### src/rtl/bg_palette_fade_ctrl.sv
// Background-layer palette controller: a 16-entry RGB444 register file with a
// registered faded lookup, plus a frame-synchronous fade-out/fade-in sequencer.
module bg_palette_fade_ctrl #(
    parameter int unsigned FRAMES_PER_STEP = 4,
    parameter int unsigned ENTRIES         = 16
) (
    input  logic        Clk,
    input  logic        Reset,
    input  logic        frame_start,
    input  logic [3:0]  index,
    output logic [3:0]  red,
    output logic [3:0]  green,
    output logic [3:0]  blue,
    input  logic        wr_en,
    input  logic [3:0]  wr_addr,
    input  logic [11:0] wr_data,
    input  logic [1:0]  fade_cmd,
    input  logic        fade_go,
    output logic [3:0]  level,
    output logic        busy,
    output logic        done
);

    typedef enum logic [1:0] {StIdle, StWait, StStep} state_t;

    localparam logic [7:0] LastCnt = 8'(FRAMES_PER_STEP - 1);

    state_t      state_q, state_d;
    logic [3:0]  level_q, level_d;
    logic [7:0]  cnt_q, cnt_d;
    logic        fade_out_q, fade_out_d;
    logic        done_q, done_d;

    logic [11:0] pal_q [ENTRIES];
    logic [3:0]  red_q, green_q, blue_q;
    logic [3:0]  dim;
    logic [11:0] entry;

    function automatic logic [3:0] fade_chan(input logic [3:0] base, input logic [3:0] sub);
        return (base > sub) ? base - sub : 4'h0;
    endfunction

    always_comb begin
        state_d    = state_q;
        level_d    = level_q;
        cnt_d      = cnt_q;
        fade_out_d = fade_out_q;
        done_d     = 1'b0;
        unique case (state_q)
            StIdle: begin
                if (fade_go && fade_cmd == 2'b01) begin
                    if (level_q != 4'h0) begin
                        fade_out_d = 1'b1;
                        cnt_d      = 8'h00;
                        state_d    = StWait;
                    end else begin
                        done_d = 1'b1;
                    end
                end else if (fade_go && fade_cmd == 2'b10) begin
                    if (level_q != 4'hF) begin
                        fade_out_d = 1'b0;
                        cnt_d      = 8'h00;
                        state_d    = StWait;
                    end else begin
                        done_d = 1'b1;
                    end
                end
            end
            StWait: begin
                if (frame_start) begin
                    if (cnt_q == LastCnt) begin
                        cnt_d   = 8'h00;
                        state_d = StStep;
                    end else begin
                        cnt_d = cnt_q + 8'h01;
                    end
                end
            end
            StStep: begin
                level_d = fade_out_q ? level_q - 4'h1 : level_q + 4'h1;
                if (level_d == (fade_out_q ? 4'h0 : 4'hF)) begin
                    state_d = StIdle;
                    done_d  = 1'b1;
                end else begin
                    state_d = StWait;
                end
            end
            default: state_d = StIdle;
        endcase
    end

    always_ff @(posedge Clk or posedge Reset) begin
        if (Reset) begin
            state_q    <= StIdle;
            level_q    <= 4'hF;
            cnt_q      <= 8'h00;
            fade_out_q <= 1'b0;
            done_q     <= 1'b0;
        end else begin
            state_q    <= state_d;
            level_q    <= level_d;
            cnt_q      <= cnt_d;
            fade_out_q <= fade_out_d;
            done_q     <= done_d;
        end
    end

    // Lookup reads the pre-write contents, so a same-cycle write returns the old entry.
    assign entry = pal_q[index];
    assign dim   = 4'hF - level_q;

    always_ff @(posedge Clk or posedge Reset) begin
        if (Reset) begin
            for (int i = 0; i < ENTRIES; i++) begin
                pal_q[i] <= 12'h000;
            end
            red_q   <= 4'h0;
            green_q <= 4'h0;
            blue_q  <= 4'h0;
        end else begin
            if (wr_en) begin
                pal_q[wr_addr] <= wr_data;
            end
            red_q   <= fade_chan(entry[11:8], dim);
            green_q <= fade_chan(entry[7:4], dim);
            blue_q  <= fade_chan(entry[3:0], dim);
        end
    end

    assign red   = red_q;
    assign green = green_q;
    assign blue  = blue_q;
    assign level = level_q;
    assign busy  = (state_q != StIdle);
    assign done  = done_q;

endmodule

### config.mk
export PLATFORM = sky130hd
export DESIGN_NAME = bg_palette_fade_ctrl
export DESIGN_NICKNAME = d
export VERILOG_FILES = /design/src/rtl/bg_palette_fade_ctrl.sv
export SDC_FILE = /design/constraint.sdc
export NUM_CORES = 1
export LEC_CHECK = 0
export BUFFER_PORTS_ARGS = -buffer_cell sky130_fd_sc_hd__buf_2
export CAP_MARGIN = 20
export CORE_MARGIN = 2
export CORE_UTILIZATION = 37
export CTS_BUF_LIST = sky130_fd_sc_hd__clkbuf_8 sky130_fd_sc_hd__clkbuf_16
export CTS_CLUSTER_DIAMETER = 200
export DETAILED_ROUTE_END_ITERATION = 7
export SETUP_SLACK_MARGIN = 0.15
export SLEW_MARGIN = 10
export SYNTH_ARGS = -nofsm -noshare
export SYNTH_HDL_FRONTEND = slang
export SYNTH_SLANG_ARGS = --single-unit
### constraint.sdc
create_clock -name Clk -period 18.6 [get_ports Clk]
set_input_delay 3.72 -clock Clk [delete_from_list [all_inputs] [get_ports Clk]]
set_output_delay 3.72 -clock Clk [all_outputs]
set_load 0.03 [all_outputs]
## Word-level counts from Yosys, hierarchy flattened

Cells that the tools add are included.

- Register bits after elaboration: 220
- Word-level logic and storage cells: 100
- Input bits: 27
- Output and inout bits: 18

- $add $sub $neg: 7
- Reductions and logical operators: 12
- Bitwise logic cells: 2
- $lt $le $gt $ge: 6
- Eq/ne operators: 13
- Multiplexer cells: 36

Operators by type and width:

| kind | count |
|---|---|
| $bwmux W192 | 1 |
| $bmux W12 S4 | 1 |
| $demux W12 S4 | 1 |
| $mux W8 | 6 |
| $mux W12 | 3 |
| $mux W4 | 5 |
| $pmux W8 S2 | 1 |
| $gt A4 B4 Y1 | 3 |
| $mux W2 | 6 |
| $sub A4 B4 Y4 | 3 |
| $ge A5 B5 Y1 const B | 2 |
| $mux W1 | 10 |
| $not A4 Y5 | 2 |
| $reduce_and A5 Y1 | 2 |
| $ne A3 B3 Y1 const B | 3 |
| $add A8 B1 Y8 const B | 1 |
| $eq A8 B2 Y1 const B | 1 |
| $reduce_bool A2 Y1 | 4 |
| $pmux W2 S3 | 1 |
| $lt A5 B1 Y1 const B | 1 |
| $add A4 B1 Y4 const B | 1 |
| $eq A2 B1 Y1 const B | 2 |
| $eq A2 B2 Y1 const B | 2 |
| $eq A4 B4 Y1 | 1 |
| other kinds (10) | 13 |

## Logic depth before layout (Yosys ltp)

Gate-level depths: netlist of run 1.

- Word-level depth: 6
- Gate-level depth with buffers: 11
- Gate-level depth less buffers: 10

## Worst setup path after synthesis of run 1

Ideal clock, no wire load.

- Kind: input to register
- Start point: input port index[0]
- End point: register blue_q[3] (netlist: blue[3])
- Stages on the path: 11
- Buffers on the path: 1
- Data required time: 18.477 ns
- Path slack: 12.348 ns
- Data arrival time: 6.129 ns
- Setup time: 0.123 ns
- Cells stage by stage: buf_2 mux4_2 mux4_2 inv_1 ha_1 inv_1 fa_1 a21o_1 a21oi_1 a41o_1 nor3_1

- Longest elaborated chain between the ends: 6
- Elaborated cells between the ends (all ways): 7
- Those cells by class: 1 x add/sub; 1 x order compare; 4 x mux; 1 x bitwise

RTL lines:

| what | line | source |
|---|---|---|
| start: declaration | 10 | `input logic [3:0] index,` |
| $not A4 Y5 (implied by the code) * | 109 | `assign entry = pal_q[index];` |
| $bmux W12 S4 * | 109 |  |
| $mux W12 (implied by the code) * (2 in series) | 109 |  |
| $sub A4 B4 Y4 or $gt A4 B4 Y1 (tied branches) | 40 | `return (base > sub) ? base - sub : 4'h0;` |
| $mux W4 * | 40 |  |
| end signal: assignment | 126 | `blue_q <= fade_chan(entry[3:0], dim);` |
| end: declaration | 35 | `logic [3:0] red_q, green_q, blue_q;` |

Mark *: on every way between the ends. The rest lies on a longest branch, timed or not. The select of a mux whose other input is x is not followed.
A chain may end at the register's enable or synchronous reset.

## Final worst setup path of run 1

- Start point: input port index[0]
- End point: register green_q[3] (netlist: green[3])

- Longest elaborated chain between the ends: 6
- Elaborated cells between the ends (all ways): 7
- Those cells by class: 1 x add/sub; 1 x order compare; 4 x mux; 1 x bitwise

RTL lines:

| what | line | source |
|---|---|---|
| $not A4 Y5 (implied by the code) * | 109 |  |
| $bmux W12 S4 * | 109 |  |
| $mux W12 (implied by the code) * (2 in series) | 109 |  |
| $sub A4 B4 Y4 or $gt A4 B4 Y1 (tied branches) | 40 |  |
| $mux W4 * | 40 |  |
| end signal: assignment | 125 | `green_q <= fade_chan(entry[7:4], dim);` |
| end: declaration | 35 |  |

Marks and branches as above.

==> impl_results.md, run 1 <==
- Reg2reg setup slack: 15.75 ns
- Worst path slowest cell: mux4_2
- Fin area: 11,800 um^2
- Port Buffers: 44
- Critical Path Start: index[0]
- CP top delay family: multiplexers
- Cts bufs inserted: 25
- HP Start: pal_q[7]$_DFFE_PP0P_
- Synth top area share: 0.519
- Starting density of the core: 0.375
- Commonest cells after routing, fill and taps aside: dfrtp_1, mux2_2, mux2_1, mux4_2, buf_2
- Outcome: finished clean
- Vias per cell: 5.42
- Synth area leader: dfrtp_1
- Sequential area share after synthesis: 0.529
- Slew Limit Fails: 0
- Setup_tns: 0 ns
- Worst VDD drop: 0.0669 mV
- Pre-CTS setup slack: 11.42 ns
- Max Clk Rate: 157 MHz
- Final Cycle Share: 0.341
- Post-cts resize count: 0
- Distinct cells, synth: 46
- Total Routed Length: 23.8 mm
- Root Buffer: clkbuf_16
- Synth Instances: 686
- Worst R2R Start: pal_q[4]$_DFFE_PP0P_
- H-Tree Depth: 1
- Post-synthesis register bit count: 220
- Clk slew on worst S/H paths: 0.06 ns
- Critical path required time: 18.98 ns
- Post-route DRC: 0
- GRT Total Usage: 0.166
- Post-DP Area: 11,000 um^2
- Crit path largest cell delay: 0.57 ns
- Nets: 771
- Syn. warnings: 0
- DP HPWL: 14.6 mm
- Initial antenna violation count: 2
- Final WS setup: 12.25 ns
- CP Data Arrival Time: 6.73 ns
- Die H: 172 um
- Post-Place Cells: 1,073
- Final Util: 0.425
- Cell count of the worst reg-to-reg path: 10
- TritonCTS Sinks: 220
- Ports: 45
- Ranking of synthesized cells by area: dfrtp_1, mux4_2, mux2_2, mux2_1, ha_1
- Routability cong.: 0.758
- Non-filler cells, final: 1,117
- Critical Path Source Type: input pin
- Hold_buf cts: 0
- Share of cells above drive strength 1: 0.383
- Async set-or-reset flop fraction in the synthesized netlist: 1.00
- Worst Hold Path Cells: 1
- Area delta synth->final: 13.5%
- Worst path bufs/invs: 4
- Drt initial violations: 364
- Shortest period the worst path allows: 6.35 ns
- CTS tree: built
- Worst setup EP type: flip-flop
- First-pass GRT wire length: 37.6 mm
- Synthesized cell area: 10,400 um^2
- Hold endpoint: pal_q[7]$_DFFE_PP0P_
- Worst-path cell chain: buf_4 > buf_16 > mux4_2 > mux4_2 > inv_1 > ha_1 > inv_1 > fa_1 > a21o_1 > a21oi_1 > a41o_1 > nor3_1
- Critical setup path kind: input pin to flip-flop
- Worst Hold Class: flip-flop to flip-flop
- Pwr Total: 1.55 mW
- Cell Pwr Density: 131 nW/um^2
- Final setup vio count: 0
- Die area: 29,500 um^2
- Syn_nets: 734
- Layout Skew: 0.0151 ns
- WL/cell: 21.3 um
- Remaining Overflow, GRT: 0
- Layout fillers: 2,521
- Top_reg_cell synth: dfrtp_1
- Core area: 27,800 um^2
- Setup bufs post-CTS: 0
- Final Hold Vio Count: 0
- Critical Path Fanout Max: 40
- Antenna Nets Post-Route: 0
- Clk_lat worst skew: 0.51 ns
- Hold WS: 0.482 ns
- RSZ-0062 raised after global routing: no
- Die width: 172 um
- Max-slew headroom: 0.306
- Vias in the first global route: 6,597
- Worst Max-Slew Pin Slew: 1.04 ns
- EDFF count, synth: 0
- Buffer depth of the longest clock path: 3
- FF-to-FF End: green[3]$_DFF_PP0_
- Syn_area_per_cell: 15.2 um^2
- P_leak: 5.18 nW
- Max-cap violations: 0
- Drt first pass iters: 4
- Largest net degree at the start of global routing: 131
- Vias: 6,058
- Most common cell after layout, fill and taps aside: dfrtp_1
- Site Rows: 61
sequential cells by signal, indices dropped and copies added, names as in the netlist:
signal	count
pal_q	192
fade_out_q	1
state_q	2
blue	4
green	4
level	4
cnt_q	8
done	1
red	4
report_power, final:
part / switching (mW) / internal [mW] / leakage [nW]
logic: 0.190 / 0.205 / 2.05
registers: 0.0764 / 0.599 / 2.72
clock network: 0.189 / 0.290 / 0.412
total: 0.455 / 1.09 / 5.18
Yosys cell counts, drive strengths merged, types with 7 or more instances:
cell / number
o21ai: 7
nand2b: 8
nand3: 7
clkbuf: 20
inv: 21
dfrtp: 216
buf: 21
mux2: 192
ha: 17
mux4: 60
nor2: 22
nand2: 9
logic make-up after synthesis:
group                      Yosys count  synth area share
muxes                              256             0.341
DFF                                220             0.529
and+or+nand+nor                     79            0.0404
buffers and inverters               62            0.0264
AOI/OAI and AO/OA                   40            0.0281
adders and majority gates           21            0.0281
xor gates and xnor gates             8           0.00673
metal layers:
metal	part of all wire	wire (um)	global-route usage
met1	0.42	9950	0.209
met2	0.51	12200	0.293
met3	0.046	1090	0.0308
met4	0.025	590	0.0479
met5	0.00050	12	0
worst max path at each step:
| stage | endpoint | slack [ns] | cells after the start |
|---|---|---|---|
| after floorplan | blue[0]$_DFF_PP0_ | 8.87 | 1 |
| after global placement | green[3]$_DFF_PP0_ | 11.56 | 11 |
| after detailed placement | blue[3]$_DFF_PP0_ | 11.42 | 11 |
| after CTS | blue[3]$_DFF_PP0_ | 11.96 | 11 |
| after global routing | green[3]$_DFF_PP0_ | 12.07 | 12 |
| final | green[3]$_DFF_PP0_ | 12.25 | 12 |
layout make-up:
| class | count | area (um^2) | area share |
|---|---|---|---|
| sequential | 220 | 5510 | 0.466 |
| multi-input combinational | 404 | 4640 | 0.393 |
| clock buffer | 30 | 694 | 0.0588 |
| tap | 378 | 473 | 0.0400 |
| timing repair buffer | 51 | 299 | 0.0253 |
| clock inverter | 12 | 109 | 0.00921 |
| inverter | 21 | 86.3 | 0.00730 |
| antenna | 1 | 2.50 | 0.000212 |
No activity file was read; power rests on OpenSTA's default activity.
==> run 2: changes to the inputs <==
Clock period 18.6 ns to 6 ns, I/O delays scaled along.
==> impl_results.md, run 2 (synthesized netlist as in run 1, its figures left out) <==
- Largest net degree at the start of global routing: 187
- FF/Latch Area: 5510 um^2
- Worst-path cell chain: buf_4 > mux4_2 > mux4_2 > inv_1 > ha_1 > inv_1 > fa_1 > a21o_1 > a21oi_1 > a41o_1 > nor3_1
- Shortest period the worst path allows: 3.98 ns
- Worst VDD drop: 0.217 mV
- Area delta synth->final: 13.0%
- GRT Total Usage: 0.170
- Root Buffer: clkbuf_16
- Critical setup path kind: input pin to flip-flop
- Starting density of the core: 0.375
- Cts bufs inserted: 24
- Post-route DRC: 0
- Site Rows: 61
- Vias in the first global route: 6,477
- Most common cell after layout, fill and taps aside: dfrtp_1
- Layout fillers: 2,555
- Commonest cells after routing, fill and taps aside: dfrtp_1, mux2_2, mux2_1, mux4_2, buf_2
- Fin area: 11,800 um^2
- Ports: 45
- Worst Hold Class: flip-flop to flip-flop
- Outcome: finished clean
- Nets: 770
- Die width: 172 um
- Hold_buf cts: 0
- Vias: 5,965
- WL/cell: 21.6 um
- Total Routed Length: 24.1 mm
- Die area: 29,500 um^2
- Buffer depth of the longest clock path: 3
- Antenna Nets Post-Route: 0
- Critical path required time: 6.39 ns
- P_leak: 5.15 nW
- Setup_tns: 0 ns
- Setup bufs post-CTS: 0
- Critical Path Fanout Max: 40
- Drt first pass iters: 4
- CP Data Arrival Time: 4.37 ns
- DP HPWL: 14.8 mm
- Worst path slowest cell: buf_4
- Final Hold Vio Count: 0
- Post-DP Area: 11,000 um^2
- Remaining Overflow, GRT: 0
- Layout Skew: 0.00989 ns
- Share of cells above drive strength 1: 0.382
- RSZ-0062 raised after global routing: no
- Number of flip-flops in the largest register: 192
- Slew Limit Fails: 0
- Die H: 172 um
- Initial antenna violation count: 3
- Vias per cell: 5.35
- Crit path largest cell delay: 0.64 ns
- Reg with most FFs: pal_q
- TritonCTS Sinks: 220
- Clk_lat worst skew: 0.51 ns
- Critical Path Source Type: input pin
- Max-slew headroom: 0.246
- CTS tree: built
- Final Cycle Share: 0.663
- Post-cts resize count: 0
- Largest regs: pal_q: 192 flops, cnt_q: 8 flops
- Max-cap violations: 0
- Worst setup EP type: flip-flop
- Final setup vio count: 0
- Core area: 27,800 um^2
- Routability cong.: 0.774
- Drt initial violations: 325
- Area of the multi-input gates: 4650 um^2
- First-pass GRT wire length: 37.8 mm
- Clk slew on worst S/H paths: 0.06 ns
- H-Tree Depth: 1
- Worst Max-Slew Pin Slew: 1.13 ns
- Port Buffers: 44
- Pwr Total: 4.74 mW
- Cell Pwr Density: 403 nW/um^2
- Max Clk Rate: 251 MHz
-- run 2: cell count changes in the layout (fill, tap and decap cells not counted) --
cell       change
buf_8          +1
nor2_2         +1
clkinv_2       -1
inv_8          -1
diode_2        +1
nor2_1         -1
buf_16         -1
buf_12         +1
buf_6          -1
bufinv_16      -1
-- run 2: final cells by class --
class / count / area share
well taps: 378 / 0.0402
inverters: 21 / 0.00701
multi-input cells: 404 / 0.395
flip-flops and latches: 220 / 0.468
clock inverters: 9 / 0.00563
clock buffers: 30 / 0.0590
repair buffers: 51 / 0.0251
diodes: 2 / 0.000425
-- run 2: metal layers --
layer / track usage / share of wire
met1: 0.212 / 0.42
met5: 0 / 0.00054
met4: 0.0603 / 0.034
met3: 0.0368 / 0.048
met2: 0.293 / 0.50
-- run 2: critical path, delay by kind of cell --
kind | cells | cell delay, ns
and+or+nand+nor | 1 | 0.07
adders and majority gates | 2 | 0.60
muxes | 2 | 1.08
AOI/OAI and AO/OA | 3 | 0.54
buffers and inverters | 3 | 0.85
-- run 2: metrics by stage --
stage                     cells  worst slack, ns  hold slack (ns)  utilization
after global placement     1073             1.56            0.464        0.396
after floorplan             686             1.94            0.452            -
after global routing       1113             1.83            0.495        0.424
final                      1115             2.02            0.480        0.424
after detailed placement   1074             1.48            0.474        0.396
after CTS                  1113             2.01            0.487        0.424
-- run 2: report_power, final --
part           switching, mW  total, mW  internal, mW
combinational          0.595       1.23         0.637
sequential             0.231       2.09          1.86
clock                  0.570       1.42         0.850
-- run 2: final timing paths --
path / slack [ns] / from / depth (start not counted) / to
max: 2.02 / index[0] / 11 / green[3]$_DFF_PP0_
min: 0.48 / pal_q[1]$_DFFE_PP0P_ / 1 / pal_q[1]$_DFFE_PP0P_
max reg2reg: 3.13 / pal_q[16]$_DFFE_PP0P_ / 10 / green[3]$_DFF_PP0_
min reg2reg: 0.48 / pal_q[1]$_DFFE_PP0P_ / 1 / pal_q[1]$_DFFE_PP0P_
max in group asynchronous: 3.76 / Reset / 3 / pal_q[155]$_DFFE_PP0P_
min in group asynchronous: 0.82 / Reset / 2 / cnt_q[7]$_DFFE_PP0P_
